==> src/rtl/des_pkg.sv <==
// DES permutation tables, reverse-order shift schedule and FSM state type.
// Bit vectors are MSB-first: DES bit n of a W-bit word lives at index W-n.
package des_pkg;

    typedef enum logic [1:0] {StIdle, StRound, StDone} state_e;

    localparam int IP_TAB [64] = '{
        58, 50, 42, 34, 26, 18, 10, 2,  60, 52, 44, 36, 28, 20, 12, 4,
        62, 54, 46, 38, 30, 22, 14, 6,  64, 56, 48, 40, 32, 24, 16, 8,
        57, 49, 41, 33, 25, 17, 9,  1,  59, 51, 43, 35, 27, 19, 11, 3,
        61, 53, 45, 37, 29, 21, 13, 5,  63, 55, 47, 39, 31, 23, 15, 7
    };

    localparam int FP_TAB [64] = '{
        40, 8, 48, 16, 56, 24, 64, 32,  39, 7, 47, 15, 55, 23, 63, 31,
        38, 6, 46, 14, 54, 22, 62, 30,  37, 5, 45, 13, 53, 21, 61, 29,
        36, 4, 44, 12, 52, 20, 60, 28,  35, 3, 43, 11, 51, 19, 59, 27,
        34, 2, 42, 10, 50, 18, 58, 26,  33, 1, 41, 9,  49, 17, 57, 25
    };

    localparam int E_TAB [48] = '{
        32, 1,  2,  3,  4,  5,   4,  5,  6,  7,  8,  9,
        8,  9,  10, 11, 12, 13,  12, 13, 14, 15, 16, 17,
        16, 17, 18, 19, 20, 21,  20, 21, 22, 23, 24, 25,
        24, 25, 26, 27, 28, 29,  28, 29, 30, 31, 32, 1
    };

    localparam int P_TAB [32] = '{
        16, 7, 20, 21, 29, 12, 28, 17,  1,  15, 23, 26, 5,  18, 31, 10,
        2,  8, 24, 14, 32, 27, 3,  9,   19, 13, 30, 6,  22, 11, 4,  25
    };

    localparam int PC1_TAB [56] = '{
        57, 49, 41, 33, 25, 17, 9,   1,  58, 50, 42, 34, 26, 18,
        10, 2,  59, 51, 43, 35, 27,  19, 11, 3,  60, 52, 44, 36,
        63, 55, 47, 39, 31, 23, 15,  7,  62, 54, 46, 38, 30, 22,
        14, 6,  61, 53, 45, 37, 29,  21, 13, 5,  28, 20, 12, 4
    };

    localparam int PC2_TAB [48] = '{
        14, 17, 11, 24, 1,  5,   3,  28, 15, 6,  21, 10,
        23, 19, 12, 4,  26, 8,   16, 7,  27, 20, 13, 2,
        41, 52, 31, 37, 47, 55,  30, 40, 51, 45, 33, 48,
        44, 49, 39, 56, 34, 53,  46, 42, 50, 36, 29, 32
    };

    // Forward encryption schedule; decryption walks it backwards.
    localparam int SHIFT_TAB [16] = '{1, 1, 2, 2, 2, 2, 2, 2, 1, 2, 2, 2, 2, 2, 2, 1};

    function automatic logic [63:0] ip_perm(input logic [63:0] x);
        logic [63:0] y;
        for (int i = 0; i < 64; i++) y[63-i] = x[64-IP_TAB[i]];
        return y;
    endfunction

    function automatic logic [63:0] fp_perm(input logic [63:0] x);
        logic [63:0] y;
        for (int i = 0; i < 64; i++) y[63-i] = x[64-FP_TAB[i]];
        return y;
    endfunction

    function automatic logic [47:0] e_expand(input logic [31:0] x);
        logic [47:0] y;
        for (int i = 0; i < 48; i++) y[47-i] = x[32-E_TAB[i]];
        return y;
    endfunction

    function automatic logic [31:0] p_perm(input logic [31:0] x);
        logic [31:0] y;
        for (int i = 0; i < 32; i++) y[31-i] = x[32-P_TAB[i]];
        return y;
    endfunction

    function automatic logic [55:0] pc1_perm(input logic [63:0] x);
        logic [55:0] y;
        for (int i = 0; i < 56; i++) y[55-i] = x[64-PC1_TAB[i]];
        return y;
    endfunction

    function automatic logic [47:0] pc2_perm(input logic [55:0] x);
        logic [47:0] y;
        for (int i = 0; i < 48; i++) y[47-i] = x[56-PC2_TAB[i]];
        return y;
    endfunction

    // Right-rotation applied after round rnd to reach the key of round rnd+1.
    function automatic logic [1:0] rev_shift(input logic [4:0] rnd);
        int idx;
        idx = 16 - int'(rnd);
        if (idx < 1 || idx > 15) return 2'd0;
        return 2'(SHIFT_TAB[idx]);
    endfunction

    function automatic logic [27:0] rotr28(input logic [27:0] x, input logic [1:0] n);
        case (n)
            2'd1:    return {x[0], x[27:1]};
            2'd2:    return {x[1:0], x[27:2]};
            default: return x;
        endcase
    endfunction

endpackage

==> src/rtl/des_key_sched_rev.sv <==
// Reverse-order DES key schedule: C/D halves rotate right so subkeys
// emerge K16 first, K1 last.
module des_key_sched_rev
    import des_pkg::*;
(
    input  logic        clk,
    input  logic        rst_n,
    input  logic        load,
    input  logic        advance,
    input  logic [63:0] key,
    input  logic [4:0]  rnd,
    output logic [47:0] subkey
);

    logic [27:0] c_q;
    logic [27:0] d_q;
    logic [55:0] cd_init;
    logic [1:0]  shift;

    assign cd_init = pc1_perm(key);
    assign shift   = rev_shift(rnd);
    assign subkey  = pc2_perm({c_q, d_q});

    always_ff @(posedge clk) begin
        if (!rst_n) begin
            c_q <= '0;
            d_q <= '0;
        end else if (load) begin
            c_q <= cd_init[55:28];
            d_q <= cd_init[27:0];
        end else if (advance) begin
            c_q <= rotr28(c_q, shift);
            d_q <= rotr28(d_q, shift);
        end
    end

endmodule

==> src/rtl/des_decrypt_iter.sv <==
// Iterative DES decryption: one Feistel round per cycle, S-boxes looked up
// externally through sbox_in/sbox_out.
module des_decrypt_iter
    import des_pkg::*;
(
    input  logic        clk,
    input  logic        rst_n,
    input  logic        in_valid,
    output logic        in_ready,
    input  logic [63:0] din,
    input  logic [63:0] key,
    output logic [47:0] sbox_in,
    input  logic [31:0] sbox_out,
    output logic [63:0] dout,
    output logic        out_valid,
    input  logic        out_ready
);

    state_e      state_q;
    logic [31:0] l_q;
    logic [31:0] r_q;
    logic [4:0]  rnd_q;
    logic [47:0] subkey;
    logic [63:0] ip_din;
    logic [31:0] r_next;
    logic        accept;
    logic        in_round;

    assign in_ready = (state_q == StIdle);
    assign in_round = (state_q == StRound);
    assign accept   = in_valid && in_ready;
    assign ip_din   = ip_perm(din);
    assign sbox_in  = in_round ? (e_expand(r_q) ^ subkey) : '0;
    assign r_next   = l_q ^ p_perm(sbox_out);

    des_key_sched_rev u_key_sched (
        .clk     (clk),
        .rst_n   (rst_n),
        .load    (accept),
        .advance (in_round),
        .key     (key),
        .rnd     (rnd_q),
        .subkey  (subkey)
    );

    always_ff @(posedge clk) begin
        if (!rst_n) begin
            state_q   <= StIdle;
            l_q       <= '0;
            r_q       <= '0;
            rnd_q     <= '0;
            dout      <= '0;
            out_valid <= 1'b0;
        end else begin
            unique case (state_q)
                StIdle: begin
                    if (in_valid) begin
                        l_q     <= ip_din[63:32];
                        r_q     <= ip_din[31:0];
                        rnd_q   <= 5'd1;
                        state_q <= StRound;
                    end
                end
                StRound: begin
                    l_q <= r_q;
                    r_q <= r_next;
                    if (rnd_q == 5'd16) begin
                        // Final round output is taken with the halves swapped.
                        dout      <= fp_perm({r_next, r_q});
                        out_valid <= 1'b1;
                        state_q   <= StDone;
                    end else begin
                        rnd_q <= rnd_q + 5'd1;
                    end
                end
                StDone: begin
                    if (out_ready) begin
                        out_valid <= 1'b0;
                        state_q   <= StIdle;
                    end
                end
                default: state_q <= StIdle;
            endcase
        end
    end

endmodule

==> config.mk <==
export PLATFORM = sky130hd
export DESIGN_NAME = des_decrypt_iter
export DESIGN_NICKNAME = d
export VERILOG_FILES = /design/src/rtl/des_pkg.sv /design/src/rtl/des_key_sched_rev.sv /design/src/rtl/des_decrypt_iter.sv
export SDC_FILE = /design/constraint.sdc
export NUM_CORES = 1
export LEC_CHECK = 0
export BUFFER_PORTS_ARGS = -buffer_cell sky130_fd_sc_hd__clkbuf_2
export CORE_MARGIN = 2
export CORE_UTILIZATION = 50
export CTS_CLUSTER_DIAMETER = 50
export CTS_CLUSTER_SIZE = 10
export DETAILED_ROUTE_END_ITERATION = 10
export PLACE_DENSITY = 0.78
export SLEW_MARGIN = 15
export SYNTH_ARGS = -nofsm -noshare
export SYNTH_HDL_FRONTEND = slang
export SYNTH_SLANG_ARGS = --single-unit
==> constraint.sdc <==
create_clock -name clk -period 7.4 [get_ports clk]
set_input_delay 1.11 -clock clk [delete_from_list [all_inputs] [get_ports clk]]
set_output_delay 1.11 -clock clk [all_outputs]
set_load 0.03 [all_outputs]
### Word-level counts from Yosys, hierarchy flattened

Memory sizes are Yosys's and may differ from the RTL's.
Cells that the tools add are included.
W data, S select, Z words.

| cells by class | value |
|---|---|
| equal/unequal tests | 9 |
| bitwise logic cells | 3 |
| reductions and logical operators | 13 |
| muxes and demuxes | 26 |
| order comparisons | 3 |
| add/subtract/negate cells | 2 |

Operators by type and width:

| operator | count |
|---|---|
| $pmux W32 S2 | 2 |
| $mux W28 | 4 |
| $pmux W28 S2 | 2 |
| $mux W32 | 2 |
| $mux W48 | 1 |
| $xor A48 B48 Y48 | 1 |
| $ge A32 B5 Y1 const B | 1 |
| $gt A32 B5 Y1 const B | 1 |
| $lt A32 B2 Y1 const B | 1 |
| $not A32 Y32 | 1 |
| $xor A32 B32 Y32 | 1 |
| $mux W2 | 7 |
| $mux W5 | 2 |
| $pmux W5 S2 | 1 |
| $reduce_and A3 Y1 | 3 |
| $ne A2 B2 Y1 const B | 3 |
| $pmux W2 S3 | 1 |
| $reduce_and A2 Y1 | 3 |
| $reduce_bool A2 Y1 | 3 |
| $sub A5 B5 Y6 const A | 1 |
| $add A5 B1 Y5 const B | 1 |
| $eq A5 B5 Y1 const B | 1 |
| $eq A2 B1 Y1 const B | 2 |
| $eq A2 B2 Y1 const B | 2 |
| other kinds (7) | 9 |

| storage, ports and cells | value |
|---|---|
| ROM bits | 512 |
| memories kept | 1 |
| output and inout bits | 114 |
| input bits | 164 |
| register bits after elaboration | 192 |

Memories:

| name | words | bits a word | rd ports | clocked after Yosys merged registers in | write ports | line | source |
|---|---|---|---|---|---|---|---|
| (no name shown) | 16 | 32 | 1 | 0 | 0 | des_pkg.sv:91 | `return 2'(SHIFT_TAB[idx]);` |

### Depth between registers and ports, before layout

Gate-level depths: netlist of run 1.

| logic depth | value |
|---|---|
| depth in word-level cells | 10 |
| depth in mapped cells | 13 |
| depth with buffers taken out | 9 |

### By module

From an unflattened synthesis of run 1, not the netlist that was laid out.

| second synthesis, totals | value |
|---|---|
| cell total of the unflattened synthesis | 1485 |
| area total of the unflattened synthesis | 11051.8 um2 |

Modules (own cells, without submodules):

| module | sequential area each (um2) | cells an instance | times used | area an instance (um2) |
|---|---|---|---|---|
| des_decrypt_iter | 2722.6 | 780 | 1 | 6283.5 |
| des_key_sched_rev | 1121.1 | 705 | 1 | 4768.3 |

### Least setup slack after synthesis of run 1

No wires, ideal clock.

| timing path | value |
|---|---|
| path type | register to output |
| start point | reg state_q[0] |
| end point | out sbox_in[10] |
| cell stages (with the launch flop) | 7 |
| arrival | 1565 ps |
| path slack | 4725 ps |
| path buffers | 4 |
| cell sequence | dfxtp_1 -> clkbuf_1 -> nand2b_1 -> clkbuf_1 -> clkbuf_1 -> buf_1 -> nor2_1 |

| between the ends | value |
|---|---|
| longest elaborated chain between the ends | 2 |

RTL lines:

| element | line | source |
|---|---|---|
| from (decl) | des_decrypt_iter.sv:19 | `state_e state_q;` |
| from (signal assigned) | des_decrypt_iter.sv:48 | `state_q <= StIdle;` |
| from (signal assigned) | des_decrypt_iter.sv:61 | `state_q <= StRound;` |
| from (signal assigned) | des_decrypt_iter.sv:71 | `state_q <= StDone;` |
| $eq A2 B1 Y1 | des_decrypt_iter.sv:30 | `assign in_round = (state_q == StRound);` |
| $mux W48 | des_decrypt_iter.sv:33 | `assign sbox_in = in_round ? (e_expand(r_q) ^ subkey) : '0;` |
| to (decl) | des_decrypt_iter.sv:12 | `output logic [47:0] sbox_in,` |

Every way passes these cells.

### Worst setup path after layout of run 1

| timing path | value |
|---|---|
| start point | reg state_q[1] |
| end point | out sbox_in[44] |

Same word-level chain as after synthesis.

==> results of run 1 <==
==> cell usage after synthesis (2+ instances only) <==
| cell | count |
|---|---|
| nor2_1 | 279 |
| dfxtp_1 | 192 |
| o221ai_1 | 88 |
| xnor2_1 | 80 |
| nand2_1 | 69 |
| a211oi_2 | 56 |
| clkbuf_1 | 55 |
| a21oi_1 | 36 |
| a211oi_1 | 33 |
| a221oi_1 | 32 |
| nor3_1 | 32 |
| buf_2 | 29 |
| nor3_2 | 24 |
| buf_1 | 9 |
| buf_4 | 5 |
| buf_6 | 5 |
| ha_1 | 4 |
| o21ai_0 | 4 |
| inv_1 | 3 |
| nand2b_1 | 3 |
| xor2_1 | 3 |
| nand4_1 | 2 |
| nor2b_1 | 2 |
| nor4b_1 | 2 |
==> metal layers <==
| metal | global-route usage | vias to the layer above | wire, um |
|---|---|---|---|
| li1 | - | 4173 | - |
| met1 | 0.3928 | 4145 | 12450 |
| met2 | 0.4143 | 370 | 12460 |
| met3 | 0.07158 | 36 | 2482 |
| met4 | 0.08400 | 0 | 554 |
| met5 | 0 | - | 0 |
==> cell families after synthesis <==
logic type / synth area share
xor gates and xnor gates: 0.07926
and+or+nand+nor: 0.1986
DFF: 0.4191
buffers and inverters: 0.05348
AOI/OAI and AO/OA: 0.2441
adders and majority gates: 0.005457
==> where the power goes <==
group	switching, mW	internal [mW]	total (mW)
clock	0.431	0.441	0.872
combinational	0.289	0.185	0.474
sequential	0.101	1.10	1.20
total	0.821	1.73	2.55
==> sequential cells by signal, summed over array words and instances (netlist names) <==
signal,count
state_q,2
l_q,32
dout,64
rnd_q,5
u_key_sched.d_q,28
r_q,32
u_key_sched.c_q,28
out_valid,1
==> worst max-delay path: cells and delay by family (launching register included) <==
kind	cells	cell delay [ps]
simple gates	2	600
flops	1	470
buf+inv	2	980
==> stage by stage <==
stage | hold WS, ps | util
6_report | 459.3 | 0.6131
2_1_floorplan | 462.0 | -
3_3_place_gp | 442.7 | 0.5818
4_1_cts | 459.0 | 0.6129
3_5_place_dp | 448.7 | 0.5818
5_1_grt | 478.8 | 0.6131
==> cell type report <==
type | instances | area, um^2
antenna | 1 | 2.502
fill | 1660 | 6950
timing repair buffer | 280 | 1429
tap | 229 | 286.5
clock inverter | 15 | 133.9
clock buffer | 17 | 425.4
multi-input combinational | 761 | 4880
inverter | 3 | 12.51
sequential | 192 | 3844
==> how the worst max path moves through the flow <==
stage	endpoint	slack (ps)
5_1_grt	sbox_in[21]	3520
4_1_cts	sbox_in[21]	3700
2_1_floorplan	sbox_in[10]	4730
3_5_place_dp	u_key_sched.c_q[1]	4020
3_3_place_gp	u_key_sched.d_q[3]	4160
6_report	sbox_in[44]	3730
==> results.cfg, run 1 <==
[run_status]
status = completed

[grt]
grt_max_degree = 102
grt_pass1_vias = 8036
grt_usage = 0.2767
grt.overflow.total = 0
antenna_found_initial = 2
grt_pass1_wl_um = 43330

[clocking]
root_buffer = clkbuf_16
cts_tree = yes
path_clk_slew_ps = 70
numCtsBuffers = 17
htreeDepth = 4
postCtsSetupRepairBufs = 0
clockBufferDepth = 2
insertion_delay_ps = 420
hold_buffers = 0
cts.sinks = 192
ctsResizeCount = 0

[floorplanning]
die_area_mm2 = 0.01944
core_region_area_mm2 = 0.01796
placementRows = 49
ioPinCount = 278
die_y_um = 139.4
initial_core_util = 0.5106
chipWidth_um = 139.4

[power_and_ir_drop]
ir_drop_mv = 0.1693
power_density_mw_per_mm2 = 231.3
p_leak_nw = 4.272
total_power_mw = 2.547

[yosys]
yosysTopAreaCell = dfxtp_1
ys_seq_area_frac = 0.4191
synth_edf_count = 0
synthTopCellsByArea = dfxtp_1 42%, nor2_1 11%, o221ai_1 8.4%, a211oi_2 7.6%, xnor2_1 7.6%
postSynthCellCount = 1059
yosysWarnings = 0
synth_fp_nets = 1227
synth_ff_type = dfxtp_1
async_flop_share = 0
synth_cell_types = 36
synth-seq-cells = 192
syn-mean-instance-area_um2 = 8.660
netlist.area_leader.share = 0.4191
syn_area_mm2 = 0.009171

[routing]
vias = 8724
wl_um = 27940
drc = 0
wire_per_inst_um = 18.65
first_pass_iters = 5
drt_iter0_drc = 645
routed_via_density = 5.824
ant_nets = 0

[setup_path]
crit_required_ps = 6290
critical_path_class = reg2out
start_kind = flip-flop
rrSetupSlack_ps = 3970
startpoint = state_q[1]
end_kind = output pin
reg2regPathDepth = 7
r2r-start = rnd_q[0]
crit_slowest_cell = buf_4
cp_slowest_stage_delay_ps = 760
crit_arrival_ps = 2560
crit_chain = nand2b_4 > buf_4 > nor2_1 > clkbuf_2
timing.rr.end = u_key_sched.d_q[3]
cp_max_fo = 78

[sta]
fin_skew_ps = 9.936
rsz0062_at_grt = false
fmax_mhz = 272.6
timing.slew.headroom = 0.2465
post-route-min-period_ps = 3669
min_period_over_period = 0.4958
setup_ws_ps = 3731
fin_setup_tns_ps = 0
tightest_slew_ps = 1130
slew_violations = 0
setup_viol = 0
hold_violations = 0

[layout]
final_cell_mix = 278 x nor2_1, 268 x clkbuf_2, 192 x dfxtp_1
area_growth_pct = 20.08
fin_cells = 1498
nets = 1423
fin_area_mm2 = 0.01101
drive_above_1_share = 0.3155
mostFrequentLayoutCell = nor2_1

[worst_hold_path]
hp-start = dout[9]
min_to = dout[9]
hold_depth = 2
min_path_type = reg2reg

[place]
buffer_ports.inserted = 269
globalplace.congestion = 0.8634
dp_hpwl_um = 18430
placed_area_mm2 = 0.01045
dp.cells = 1465
post-place-ws_ps = 4021

[run]
max-cap-violations = 0
Power figures use the tool's default switching activity.
==> run 2, diff against run 1 <==
==> constraint.sdc (replaced) <==
create_clock -name clk -period 3.65 [get_ports clk]
set_input_delay 0.5475 -clock clk [delete_from_list [all_inputs] [get_ports clk]]
set_output_delay 0.5475 -clock clk [all_outputs]
set_load 0.03 [all_outputs]
==> results.cfg, run 2 (same netlist as run 1, synthesis figures left out) <==
[run_status]
status = completed

[clocking]
insertion_delay_ps = 440
cts.sinks = 192
root_buffer = clkbuf_16
clockBufferDepth = 2
htreeDepth = 4
path_clk_slew_ps = 80
postCtsSetupRepairBufs = 0
numCtsBuffers = 17
cts_tree = yes
hold_buffers = 0
ctsResizeCount = 0

[grt]
grt_pass1_wl_um = 44150
grt.overflow.total = 0
grt_usage = 0.2842
antenna_found_initial = 1
grt_pass1_vias = 8090
grt_max_degree = 97

[sta]
hold_violations = 0
post-route-min-period_ps = 2934
fin_skew_ps = 10.73
fin_setup_tns_ps = 0
timing.slew.headroom = 0.3058
setup_viol = 0
tightest_slew_ps = 1041
rsz0062_at_grt = false
min_period_over_period = 0.8040
slew_violations = 0
fmax_mhz = 340.8

[layout]
area_growth_pct = 21.96
final_util = 0.6227
final_cell_mix = 278 x nor2_1, 268 x clkbuf_2, 192 x dfxtp_1
drive_above_1_share = 0.3176
largest-register = dout
reg_top3 = dout: 64 flops, l_q: 32 flops, r_q: 32 flops
nFillCells = 1577
nets = 1427
mostFrequentLayoutCell = nor2_1
largest_reg_flops = 64

[setup_path]
cp_max_fo = 56
rrSetupSlack_ps = 720
end_kind = flip-flop
crit_slowest_cell = dfxtp_1
cp_slowest_stage_delay_ps = 540
crit_required_ps = 4010
critPathTopFamily = compound AO/OA/AOI/OAI gates
critical_path_class = reg2reg
start_kind = flip-flop
crit_chain = inv_1 > ha_1 > nand2b_1 > nor2_1 > ha_1 > nand3b_1 > o21ai_4 > buf_4 > o221ai_1 > a211oi_2
timing.rr.end = u_key_sched.d_q[27]
reg2regPathDepth = 10
crit_path_frequent_cell = ha_1
r2r-start = rnd_q[0]
path_buf_inv = 2
crit_arrival_ps = 3300

[floorplanning]
placementRows = 49
die_y_um = 139.4
die_area_mm2 = 0.01944
core_region_area_mm2 = 0.01796
initial_core_util = 0.5106
ioPinCount = 278
chipWidth_um = 139.4

[routing]
vias = 8772
wl_um = 28340
ant_nets = 0
drc = 0
drt_iter0_drc = 701
routed_via_density = 5.836
wire_per_inst_um = 18.85
first_pass_iters = 5

[place]
buffer_ports.inserted = 269
globalplace.congestion = 0.8675
dp_hpwl_um = 19160

[power_and_ir_drop]
p_leak_nw = 4.360
power_density_mw_per_mm2 = 488.6
total_power_mw = 5.466
ir_drop_mv = 0.3174

[worst_hold_path]
min_path_type = in2reg
min_to = r_q[8]
hp-start = din[59]
hold_depth = 3

[run]
max-cap-violations = 0
[run 2: how the worst max path moves through the flow]
stage	startpoint	to	depth (start not counted)
final	rnd_q[0]	u_key_sched.d_q[27]	10
after global routing	rnd_q[0]	u_key_sched.d_q[27]	10
after CTS	rnd_q[0]	u_key_sched.d_q[27]	10
after detailed placement	rnd_q[0]	u_key_sched.c_q[27]	10
after global placement	rnd_q[0]	u_key_sched.d_q[27]	10
after floorplan	rnd_q[0]	u_key_sched.d_q[5]	13
[run 2: power by group]
group	switching (mW)	leakage (nW)	internal, mW	total (mW)
logic	0.595	2.48	0.389	0.983
clock network	0.876	0.303	1.17	2.05
registers	0.205	1.57	2.23	2.44
total	1.68	4.36	3.79	5.47
[run 2: layout make-up]
type | instances | area, um^2 | share of cell area
timing repair buffer | 284 | 1509 | 0.1349
sequential | 192 | 3844 | 0.3436
antenna | 2 | 5.005 | 0.0004474
multi-input combinational | 761 | 4880 | 0.4362
tap | 229 | 286.5 | 0.02562
inverter | 3 | 12.51 | 0.001119
clock buffer | 17 | 425.4 | 0.03803
clock inverter | 15 | 224.0 | 0.02002
[run 2: stage by stage]
stage	setup slack, ps	hold slack (ps)	instance area (um^2)	std cells
3_5_place_dp	807.9	448.5	10530	1469
3_3_place_gp	852.6	442.5	10530	1469
5_1_grt	432.2	350.4	11180	1502
4_1_cts	737.8	345.6	11180	1501
6_report	715.5	354.6	11190	1503
2_1_floorplan	1313	462.0	9171	1059
[run 2: routing by layer]
metal / up-vias / part of all wire / GRT usage
met5: - / 0 / 0
met3: 49 / 0.088 / 0.06401
met2: 410 / 0.44 / 0.4293
met4: 0 / 0.028 / 0.09782
met1: 4138 / 0.44 / 0.4011
li1: 4175 / - / -
[run 2: worst reg2reg max path, cell delays in order (launching register included)]
cell and delay [ps]:
dfxtp_1 540, inv_1 80, ha_1 240, nand2b_1 160
nor2_1 100, ha_1 280, nand3b_1 230, o21ai_4 180
buf_4 510, o221ai_1 300, a211oi_2 250
